**config.mk**
```make
export PLATFORM = sky130hd
export DESIGN_NAME = id_ex_alu_issue_flat
export DESIGN_NICKNAME = d
export VERILOG_FILES = /design/src/rtl/id_ex_alu_issue_if.sv /design/src/rtl/id_ex_alu_issue.sv /design/src/flat_wrapper.sv
export SDC_FILE = /design/constraint.sdc
export NUM_CORES = 1
export LEC_CHECK = 0
export BUFFER_PORTS_ARGS = -buffer_cell sky130_fd_sc_hd__buf_2
export CAP_MARGIN = 15
export CORE_AREA = 3 3 242 244
export CTS_CLUSTER_SIZE = 14
export DETAILED_ROUTE_END_ITERATION = 7
export DIE_AREA = 0 0 245 247
export GPL_TIMING_DRIVEN = 1
export HOLD_SLACK_MARGIN = 0.02
export SKIP_LAST_GASP = 1
export SLEW_MARGIN = 20
export SYNTH_ARGS = -nofsm -noshare
export SYNTH_HDL_FRONTEND = slang
export SYNTH_SLANG_ARGS = --single-unit
```
**constraint.sdc**
```tcl
create_clock -name clk -period 4.34 [get_ports clk]
set_input_delay 0.434 -clock clk [delete_from_list [all_inputs] [get_ports clk]]
set_output_delay 0.434 -clock clk [all_outputs]
set_load 0.005 [all_outputs]
```
**src/rtl/id_ex_alu_issue_if.sv**
```systemverilog
// ID/EX issue bus between the decode side, the EX register stage and the ALU.
// master: drives the ID-side instruction fields, stall/flush and the ALU
//         branch result; observes the EX outputs, redirect and counters.
// slave : the ID/EX stage itself (id_ex_alu_issue).
interface id_ex_alu_issue_if #(
  parameter int XLEN  = 64,
  parameter int CNT_W = 32
);
  logic             id_valid;
  logic [6:0]       id_opcode;
  logic [2:0]       id_funct3;
  logic [6:0]       id_funct7;
  logic [XLEN-1:0]  id_rs1_data;
  logic [XLEN-1:0]  id_rs2_data;
  logic [XLEN-1:0]  id_imm;
  logic [4:0]       id_rd;
  logic [XLEN-1:0]  id_pc;
  logic             stall;
  logic             flush;
  logic             alu_branch_mux;
  logic             id_ready;
  logic             ex_valid;
  logic [3:0]       Alu_opr;
  logic [XLEN-1:0]  IP_data1;
  logic [XLEN-1:0]  IP_data2;
  logic [XLEN-1:0]  ex_store_data;
  logic [4:0]       ex_rd;
  logic [XLEN-1:0]  ex_pc;
  logic             ex_is_branch;
  logic             ex_illegal;
  logic             redirect;
  logic [CNT_W-1:0] issue_count;
  logic [CNT_W-1:0] redirect_count;

  modport master (
    output id_valid, id_opcode, id_funct3, id_funct7, id_rs1_data, id_rs2_data,
           id_imm, id_rd, id_pc, stall, flush, alu_branch_mux,
    input  id_ready, ex_valid, Alu_opr, IP_data1, IP_data2, ex_store_data,
           ex_rd, ex_pc, ex_is_branch, ex_illegal, redirect, issue_count,
           redirect_count
  );

  modport slave (
    input  id_valid, id_opcode, id_funct3, id_funct7, id_rs1_data, id_rs2_data,
           id_imm, id_rd, id_pc, stall, flush, alu_branch_mux,
    output id_ready, ex_valid, Alu_opr, IP_data1, IP_data2, ex_store_data,
           ex_rd, ex_pc, ex_is_branch, ex_illegal, redirect, issue_count,
           redirect_count
  );
endinterface

```
**src/rtl/id_ex_alu_issue.sv**
```systemverilog
// ID/EX pipeline stage feeding the 64-bit ALU.
// Decodes opcode/funct3/funct7 into the 4-bit ALU operation, selects operand 2
// (rs2 or immediate) and registers the instruction for EX. A taken branch in
// EX (alu_branch_mux low) raises redirect and squashes the ID instruction.
// Ports: clk, reset (sync, active-high), bus (id_ex_alu_issue_if.slave):
//   ID inputs id_*, stall, flush, alu_branch_mux; outputs id_ready, ex_*,
//   Alu_opr, IP_data1/2, redirect, issue_count, redirect_count.
module id_ex_alu_issue #(
  parameter int XLEN  = 64,
  parameter int CNT_W = 32
) (
  input  logic               clk,
  input  logic               reset,
  id_ex_alu_issue_if.slave   bus
);
  localparam logic [3:0] OP_ILL = 4'b1111;

  function automatic logic [CNT_W-1:0] sat_inc(input logic [CNT_W-1:0] v);
    return (&v) ? v : v + {{(CNT_W-1){1'b0}}, 1'b1};
  endfunction

  // ---- p0: combinational decode on the ID side ----
  logic [3:0] dec_op_p0;
  logic       dec_imm_p0;
  logic       dec_br_p0;
  logic       dec_ill_p0;

  always_comb begin
    dec_op_p0  = OP_ILL;
    dec_imm_p0 = 1'b0;
    dec_br_p0  = 1'b0;
    case (bus.id_opcode)
      7'b0110011, 7'b0010011: begin
        dec_imm_p0 = (bus.id_opcode == 7'b0010011);
        case (bus.id_funct3)
          // funct7[5] selects sub only for the register form; addi ignores it
          3'b000:  dec_op_p0 = (!dec_imm_p0 && bus.id_funct7[5]) ? 4'b0001 : 4'b0000;
          3'b001:  dec_op_p0 = 4'b0010;
          3'b100:  dec_op_p0 = 4'b0011;
          // arithmetic shifts are not supported by the ALU
          3'b101:  dec_op_p0 = (bus.id_funct7 == 7'd0) ? 4'b0100 : OP_ILL;
          3'b110:  dec_op_p0 = 4'b0101;
          3'b111:  dec_op_p0 = 4'b0110;
          default: dec_op_p0 = OP_ILL;
        endcase
      end
      7'b0000011, 7'b0100011: begin
        dec_op_p0  = 4'b0000;
        dec_imm_p0 = 1'b1;
      end
      7'b1100011: begin
        case (bus.id_funct3)
          3'b000:  dec_op_p0 = 4'b0111;
          3'b001:  dec_op_p0 = 4'b1000;
          3'b100:  dec_op_p0 = 4'b1001;
          3'b101:  dec_op_p0 = 4'b1010;
          default: dec_op_p0 = OP_ILL;
        endcase
        dec_br_p0 = (dec_op_p0 != OP_ILL);
      end
      default: ;
    endcase
    dec_ill_p0 = (dec_op_p0 == OP_ILL);
  end

  // ---- p1: EX register stage ----
  logic             vld_p1;
  logic [3:0]       op_p1;
  logic [XLEN-1:0]  d1_p1;
  logic [XLEN-1:0]  d2_p1;
  logic [XLEN-1:0]  sd_p1;
  logic [XLEN-1:0]  pc_p1;
  logic [4:0]       rd_p1;
  logic             br_p1;
  logic             ill_p1;
  logic [CNT_W-1:0] issue_cnt;
  logic [CNT_W-1:0] redirect_cnt;
  logic             redirect;
  logic             kill;

  assign redirect = vld_p1 & br_p1 & ~bus.alu_branch_mux;
  // a taken branch squashes the wrong-path ID instruction even while stalled
  assign kill     = bus.flush | redirect;

  always_ff @(posedge clk) begin
    if (reset) begin
      vld_p1 <= 1'b0;
      op_p1  <= OP_ILL;
      br_p1  <= 1'b0;
      ill_p1 <= 1'b0;
      d1_p1  <= '0;
      d2_p1  <= '0;
      sd_p1  <= '0;
      pc_p1  <= '0;
      rd_p1  <= '0;
    end else if (kill) begin
      vld_p1 <= 1'b0;
      op_p1  <= OP_ILL;
      br_p1  <= 1'b0;
      ill_p1 <= 1'b0;
    end else if (!bus.stall) begin
      vld_p1 <= bus.id_valid;
      op_p1  <= bus.id_valid ? dec_op_p0  : OP_ILL;
      br_p1  <= bus.id_valid & dec_br_p0;
      ill_p1 <= bus.id_valid & dec_ill_p0;
      d1_p1  <= bus.id_rs1_data;
      d2_p1  <= dec_imm_p0 ? bus.id_imm : bus.id_rs2_data;
      sd_p1  <= bus.id_rs2_data;
      pc_p1  <= bus.id_pc;
      rd_p1  <= bus.id_rd;
    end
  end

  always_ff @(posedge clk) begin
    if (reset) begin
      issue_cnt    <= '0;
      redirect_cnt <= '0;
    end else begin
      if (!kill && !bus.stall && bus.id_valid) issue_cnt <= sat_inc(issue_cnt);
      if (redirect) redirect_cnt <= sat_inc(redirect_cnt);
    end
  end

  assign bus.id_ready       = ~bus.stall;
  assign bus.ex_valid       = vld_p1;
  assign bus.Alu_opr        = op_p1;
  assign bus.IP_data1       = d1_p1;
  assign bus.IP_data2       = d2_p1;
  assign bus.ex_store_data  = sd_p1;
  assign bus.ex_rd          = rd_p1;
  assign bus.ex_pc          = pc_p1;
  assign bus.ex_is_branch   = br_p1;
  assign bus.ex_illegal     = ill_p1;
  assign bus.redirect       = redirect;
  assign bus.issue_count    = issue_cnt;
  assign bus.redirect_count = redirect_cnt;
endmodule

```
**src/flat_wrapper.sv**
```systemverilog
// flat-port wrapper written by rule: the top's interface ports become plain ports
module id_ex_alu_issue_flat 
#(
  parameter int XLEN  = 64,
  parameter int CNT_W = 32
)
  (clk, reset, bus_id_valid, bus_id_opcode, bus_id_funct3, bus_id_funct7, bus_id_rs1_data, bus_id_rs2_data, bus_id_imm, bus_id_rd, bus_id_pc, bus_stall, bus_flush, bus_alu_branch_mux, bus_id_ready, bus_ex_valid, bus_Alu_opr, bus_IP_data1, bus_IP_data2, bus_ex_store_data, bus_ex_rd, bus_ex_pc, bus_ex_is_branch, bus_ex_illegal, bus_redirect, bus_issue_count, bus_redirect_count);
  id_ex_alu_issue_if #(.XLEN(XLEN), .CNT_W(CNT_W)) bus_i ();
  input  logic clk;
  input  logic reset;
  input wire logic [$bits(bus_i.id_valid)-1:0] bus_id_valid;
  input wire logic [$bits(bus_i.id_opcode)-1:0] bus_id_opcode;
  input wire logic [$bits(bus_i.id_funct3)-1:0] bus_id_funct3;
  input wire logic [$bits(bus_i.id_funct7)-1:0] bus_id_funct7;
  input wire logic [$bits(bus_i.id_rs1_data)-1:0] bus_id_rs1_data;
  input wire logic [$bits(bus_i.id_rs2_data)-1:0] bus_id_rs2_data;
  input wire logic [$bits(bus_i.id_imm)-1:0] bus_id_imm;
  input wire logic [$bits(bus_i.id_rd)-1:0] bus_id_rd;
  input wire logic [$bits(bus_i.id_pc)-1:0] bus_id_pc;
  input wire logic [$bits(bus_i.stall)-1:0] bus_stall;
  input wire logic [$bits(bus_i.flush)-1:0] bus_flush;
  input wire logic [$bits(bus_i.alu_branch_mux)-1:0] bus_alu_branch_mux;
  output wire logic [$bits(bus_i.id_ready)-1:0] bus_id_ready;
  output wire logic [$bits(bus_i.ex_valid)-1:0] bus_ex_valid;
  output wire logic [$bits(bus_i.Alu_opr)-1:0] bus_Alu_opr;
  output wire logic [$bits(bus_i.IP_data1)-1:0] bus_IP_data1;
  output wire logic [$bits(bus_i.IP_data2)-1:0] bus_IP_data2;
  output wire logic [$bits(bus_i.ex_store_data)-1:0] bus_ex_store_data;
  output wire logic [$bits(bus_i.ex_rd)-1:0] bus_ex_rd;
  output wire logic [$bits(bus_i.ex_pc)-1:0] bus_ex_pc;
  output wire logic [$bits(bus_i.ex_is_branch)-1:0] bus_ex_is_branch;
  output wire logic [$bits(bus_i.ex_illegal)-1:0] bus_ex_illegal;
  output wire logic [$bits(bus_i.redirect)-1:0] bus_redirect;
  output wire logic [$bits(bus_i.issue_count)-1:0] bus_issue_count;
  output wire logic [$bits(bus_i.redirect_count)-1:0] bus_redirect_count;
  assign bus_i.id_valid = bus_id_valid;
  assign bus_i.id_opcode = bus_id_opcode;
  assign bus_i.id_funct3 = bus_id_funct3;
  assign bus_i.id_funct7 = bus_id_funct7;
  assign bus_i.id_rs1_data = bus_id_rs1_data;
  assign bus_i.id_rs2_data = bus_id_rs2_data;
  assign bus_i.id_imm = bus_id_imm;
  assign bus_i.id_rd = bus_id_rd;
  assign bus_i.id_pc = bus_id_pc;
  assign bus_i.stall = bus_stall;
  assign bus_i.flush = bus_flush;
  assign bus_i.alu_branch_mux = bus_alu_branch_mux;
  assign bus_id_ready = bus_i.id_ready;
  assign bus_ex_valid = bus_i.ex_valid;
  assign bus_Alu_opr = bus_i.Alu_opr;
  assign bus_IP_data1 = bus_i.IP_data1;
  assign bus_IP_data2 = bus_i.IP_data2;
  assign bus_ex_store_data = bus_i.ex_store_data;
  assign bus_ex_rd = bus_i.ex_rd;
  assign bus_ex_pc = bus_i.ex_pc;
  assign bus_ex_is_branch = bus_i.ex_is_branch;
  assign bus_ex_illegal = bus_i.ex_illegal;
  assign bus_redirect = bus_i.redirect;
  assign bus_issue_count = bus_i.issue_count;
  assign bus_redirect_count = bus_i.redirect_count;
  id_ex_alu_issue #(.XLEN(XLEN), .CNT_W(CNT_W)) u_core (.clk(clk), .reset(reset), .bus(bus_i));
endmodule
```
### After elaboration in Yosys (flattened, before gate mapping)

Index checks and enable logic that the tools add are counted.

* logic and storage cells: 61
* bits of input ports: 284
* output and inout port bits: 334
* register bits: 332

* reduce and logical (&&, ||, !) cells: 16
* bitwise gates (word level): 10
* add/sub/neg operators: 2
* mux-type cells: 10
* equal/unequal tests: 12

Operators by type and width (count)
* 32-bit by 1-bit adder with 32-bit output (second input constant): 2
* 64-bit two-way mux: 1
* 32-bit AND reduction: 2
* 4-bit case mux with 6 select lines: 1
* 4-bit case mux with 4 select lines: 1
* 7-bit by 6-bit == test with 1-bit output (second input constant): 2
* 3-bit == test (second input constant): 4
* 4-bit two-way mux: 3
* 4-bit case mux with 3 select lines: 1
* 7-bit by 2-bit == test with 1-bit output (second input constant): 1
* 7-bit by 5-bit == test with 1-bit output (second input constant): 1
* 7-bit == test (second input constant): 1
* 7-bit zero test: 1
* 2-bit AND reduction: 3
* 2-bit OR reduction: 3
* 1-bit NOT: 5
* 1-bit bitwise AND: 4
* 4-bit == test (second input constant): 1
* 4-bit inequality test (second input constant): 1
* 3-bit by 1-bit == test with 1-bit output (second input constant): 1
* 1-bit logical AND: 3
* 1-bit zero test: 3
* 3-bit zero test: 1
* 1-bit two-way mux: 2
* other kinds (2): 2

### Longest topological paths before layout

* depth after elaboration: 8
* depth in mapped cells: 8

### Worst setup path after synthesis

No wires, ideal clock.

* path type: in2reg
* start point: input port bus_stall
* end point: register u_core.issue_cnt[17], in the netlist u_core.bus.issue_count[17]
* setup slack: 2.319 ns
* arrival time: 1.950 ns
* setup time: 0.070 ns
* buffers on the path: 1
* cell stages on the path: 6
* cell sequence: buf_6 -> or3b_4 -> nor4_4 -> o311ai_2 -> or3_1 -> a21oi_1

* cells in the longest elaborated chain, start to end: 4

Ends and longest elaborated chain
* start: declaration: line flat_wrapper.sv:20 `input wire logic [$bits(bus_i.stall)-1:0] bus_stall;`
* 1-bit zero test
* 1-bit logical AND (2 in series): line id_ex_alu_issue.sv:119 `if (!kill && !bus.stall && bus.id_valid) issue_cnt <= sat_inc(issue_cnt);`
* 2-bit AND reduction (no source line)
* end signal: assignment: line id_ex_alu_issue.sv:119
* end: declaration: line id_ex_alu_issue.sv:76 `logic [CNT_W-1:0] issue_cnt;`

No other way between the ends.
A chain may end at the register's enable or synchronous reset.

### Worst setup path after layout

* start point: register u_core.redirect_cnt[18], in the netlist u_core.bus.redirect_count[18]
* end point: register u_core.redirect_cnt[5], in the netlist u_core.bus.redirect_count[5]

* cells in the longest elaborated chain, start to end: 3

Ends and longest elaborated chain
* start: declaration: line id_ex_alu_issue.sv:77 `logic [CNT_W-1:0] redirect_cnt;`
* start signal: assignment: line id_ex_alu_issue.sv:120 `if (redirect) redirect_cnt <= sat_inc(redirect_cnt);`
* 32-bit AND reduction: line id_ex_alu_issue.sv:19 `return (&v) ? v : v + {{(CNT_W-1){1'b0}}, 1'b1};`
* 1-bit NOT (no source line)
* 2-bit AND reduction (no source line)

No other way between the ends.

==> results.yml <==
layout:
  final_layout_size_suffix_gt1_share_pct: 32.2
  nNetsFinal: 2467
  finalInstanceArea_sq_um: 18300
  fin_util_pct: 32.4
  regArea_sq_um: 6650
  area_growth_pct: 37.7
  num-fill-cells: 6068
  multi_input_area_sq_um: 6130
clocking:
  cts_resized: 0
  numCtsBuffers: 39
  cts_tree: "yes"
  cts.htree.levels: 2
  clockRootBuffer: "clkbuf_16"
  path_clk_slew_ns: 0.06
  ctsHoldBuffers: 0
  postCtsSetupBuffers: 0
  cts_buffer_depth: 3
  cts.sinks: 332
  clk_latency_ns: 0.54
worst_hold_path:
  hold_path_class: "input port to register"
die:
  die_y_um: 247
  dieWidth_um: 245
  num_rows: 87
  start_util_pct: 23.5
  die_area_sq_um: 60500
  core_area_sq_um: 56500
  io-pin-count: 618
timing:
  fmax_mhz: 371
  rsz0062_at_grt: "false"
  hold_viol_final: 0
  finalCritPeriodShare_pct: 62.2
  worst_pin_slew_ns: 0.975
  finClkSkew_ns: 0.0144
  fin_crit_ns: 2.70
  slew_violations: 0
  relSlewSlack_pct: 34.5
  finalSetupViolCount: 0
  setup_ws_ns: 1.64
  finalSetupTns_ns: 0
yosys:
  synth_top_area_share_pct: 50.0
  yosys-top-cells-area: "dfxtp_1 50%, nand2_1 12%, a21oi_1 9.2%"
  synthSimpleGateAreaFrac_pct: 23.3
  synth_top_family_by_area: "simple AND/OR/NAND/NOR gates"
  yosys-top-cells-count: "429 x nand2_1, 332 x dfxtp_1, 244 x a21oi_1, 96 x nor2_1, 92 x clkbuf_1"
  synth_cells: 1620
  muxShareOfSynthArea_pct: 5.67
  avgSynthCellArea_sq_um: 8.20
  async_flop_share_pct: 0
  synth_area_leader_cell: "dfxtp_1"
  ys_seq_area_share_pct: 50.0
  synth-warning-count: 0
  synth.distinct_cells: 59
  syn_area_sq_um: 13300
  synth_xor_area_share_pct: 0.330
  synthAdderAreaFrac_pct: 0.188
  synth_seq_cells: 332
  post-synth-top-count-cell: "nand2_1"
  synth_compound_area_share_pct: 16.6
  synth-edff-count: 0
  ys.flop_type: "dfxtp_1"
  synth_fp_nets: 1906
routing:
  wl_per_cell_um: 16.6
  drtPass1Iterations: 5
  vias: 13400
  drtAntennaViolNets: 0
  initialDrtViolationCount: 541
  wirelength_mm: 49.3
  vias_per_cell: 4.53
  remaining_drc_errors: 0
power:
  ir_worst_vdd_uv: 287
  powerDensity_nw_per_um2: 385
  power_leakage_nw: 8.32
placement:
  gp_congestion: 0.860
  place_hpwl_mm: 36.7
  dp_slack_ns: 1.64
  placed_area_sq_um: 17100
  numPortBuffers: 617
setup_path:
  crit_buf_inv: 1
  critical_path.slowest_cell: "nor4_4"
  path_max_fanout: 24
  crit_family: "simple AND/OR/NAND/NOR gates"
  arrival_ns: 3.12
  worstPathCellList: "nand3_1 -> or2_1 -> nor4_4 -> buf_4 -> nor4_1 -> mux2_2"
  end_kind: "register"
  worst-setup-path-type: "register to register"
  max_stage_delay_ns: 0.87
  required_ns: 4.76
  critPathLaunchType: "register"
global_routing:
  met2_usage_pct: 25.9
  use_met1_pct: 18.2
  antenna_found_initial: 8
  grt_overflow: 0
  gr-usage-met3_pct: 4.67
  grt_max_degree: 164
  grt.busiest_layer: "met2"
  grtUsageTotal_pct: 15.3
  grt_pass1_wl_mm: 73.4
  grt_pass1_vias: 12700
run:
  drv_cap: 0
outcome:
  outcome: "finished clean"
[through the flow]
| step | instances | hold WS (ns) | power (mW) |
|---|---|---|---|
| 4_1_cts | 2964 | 0.0792 | 7.16 |
| 3_5_place_dp | 2896 | 0.443 | 3.97 |
| 3_3_place_gp | 2896 | 0.438 | 3.97 |
| 6_report | 2968 | 0.126 | 7.04 |
| 2_1_floorplan | 1620 | 0.453 | 3.59 |
| 5_1_grt | 2968 | 0.0940 | 7.35 |
[power by group]
part / internal, mW / switching, mW / total, mW
Combinational: 0.288 / 0.372 / 0.660
Clock: 1.85 / 1.29 / 3.14
Sequential: 3.17 / 0.0617 / 3.24
Total: 5.31 / 1.72 / 7.04
[kinds of logic (layout without fill, tap and decap cells)]
family / Yosys count / after routing
flip-flops: 332 / 332
AO/OA/AOI/OAI: 383 / 383
multiplexers: 74 / 74
buffers and inverters: 129 / 717
AND/OR/NAND/NOR: 695 / 695
other: 0 / 4
adder cells (fa/ha/maj): 2 / 2
XOR/XNOR: 5 / 5
[final cells by class]
class,count,area share (%)
Antenna cell,4,0.0547
Clock inverter,11,0.650
Inverter,16,0.328
Multi-Input combinational cell,1159,33.5
Sequential cell,332,36.3
Tap cell,756,5.17
Timing Repair Buffer,633,18.0
Clock buffer,57,5.92
[cell usage in the layout (no fill, tap or decap), types with 26 or more instances in the layout]
cell	Yosys	layout
a21oi_1	244	244
nand2_1	429	428
nand4_1	26	26
buf_2	10	616
dfxtp_1	332	332
nand3_1	26	26
o21ai_0	38	38
or3_1	31	30
mux2i_1	64	64
clkbuf_16	0	39
nor2_1	96	96
a211oi_1	65	65
[worst register-to-register path, stage by stage, from the launching register on]
cell and delay, ns:
dfxtp_1 0.41, nand3_1 0.22, or2_1 0.35, nor4_4 0.87, buf_4 0.38, nor4_1 0.09, mux2_2 0.27
[registers in the layout, summed over array words and instances, names as in the netlist]
signal,cells
u_core.bus.ex_pc,64
u_core.bus.IP_data2,64
u_core.bus.IP_data1,64
u_core.bus.ex_rd,5
u_core.bus.redirect_count,32
u_core.bus.issue_count,32
u_core.bus.ex_is_branch,1
u_core.bus.ex_store_data,64
u_core.bus.ex_valid,1
u_core.bus.Alu_opr,4
u_core.bus.ex_illegal,1
[per-layer routing]
metal / routed length [um] / share of wire [%] / vias to the layer above
met1: 20000 / 41 / 6175
met5: 13 / 0.026 / -
met4: 1440 / 2.9 / 2
met2: 24000 / 49 / 434
met3: 3750 / 7.6 / 86
li1: - / - / 6734
[path summary, 6_finish.rpt]
| path | slack (ns) | start | to | cells after the start |
|---|---|---|---|---|
| worst max-delay path | 1.64 | u_core.bus.redirect_count[18] | u_core.bus.redirect_count[5] | 6 |
| worst min-delay path | 0.13 | bus_id_rs1_data[29] | u_core.bus.IP_data1[29] | 3 |
| worst max register to register | 1.64 | u_core.bus.redirect_count[18] | u_core.bus.redirect_count[5] | 6 |
| worst min register to register | 0.45 | u_core.bus.ex_pc[16] | u_core.bus.ex_pc[16] | 2 |
Note: power is estimated with default switching activity, not from simulation.
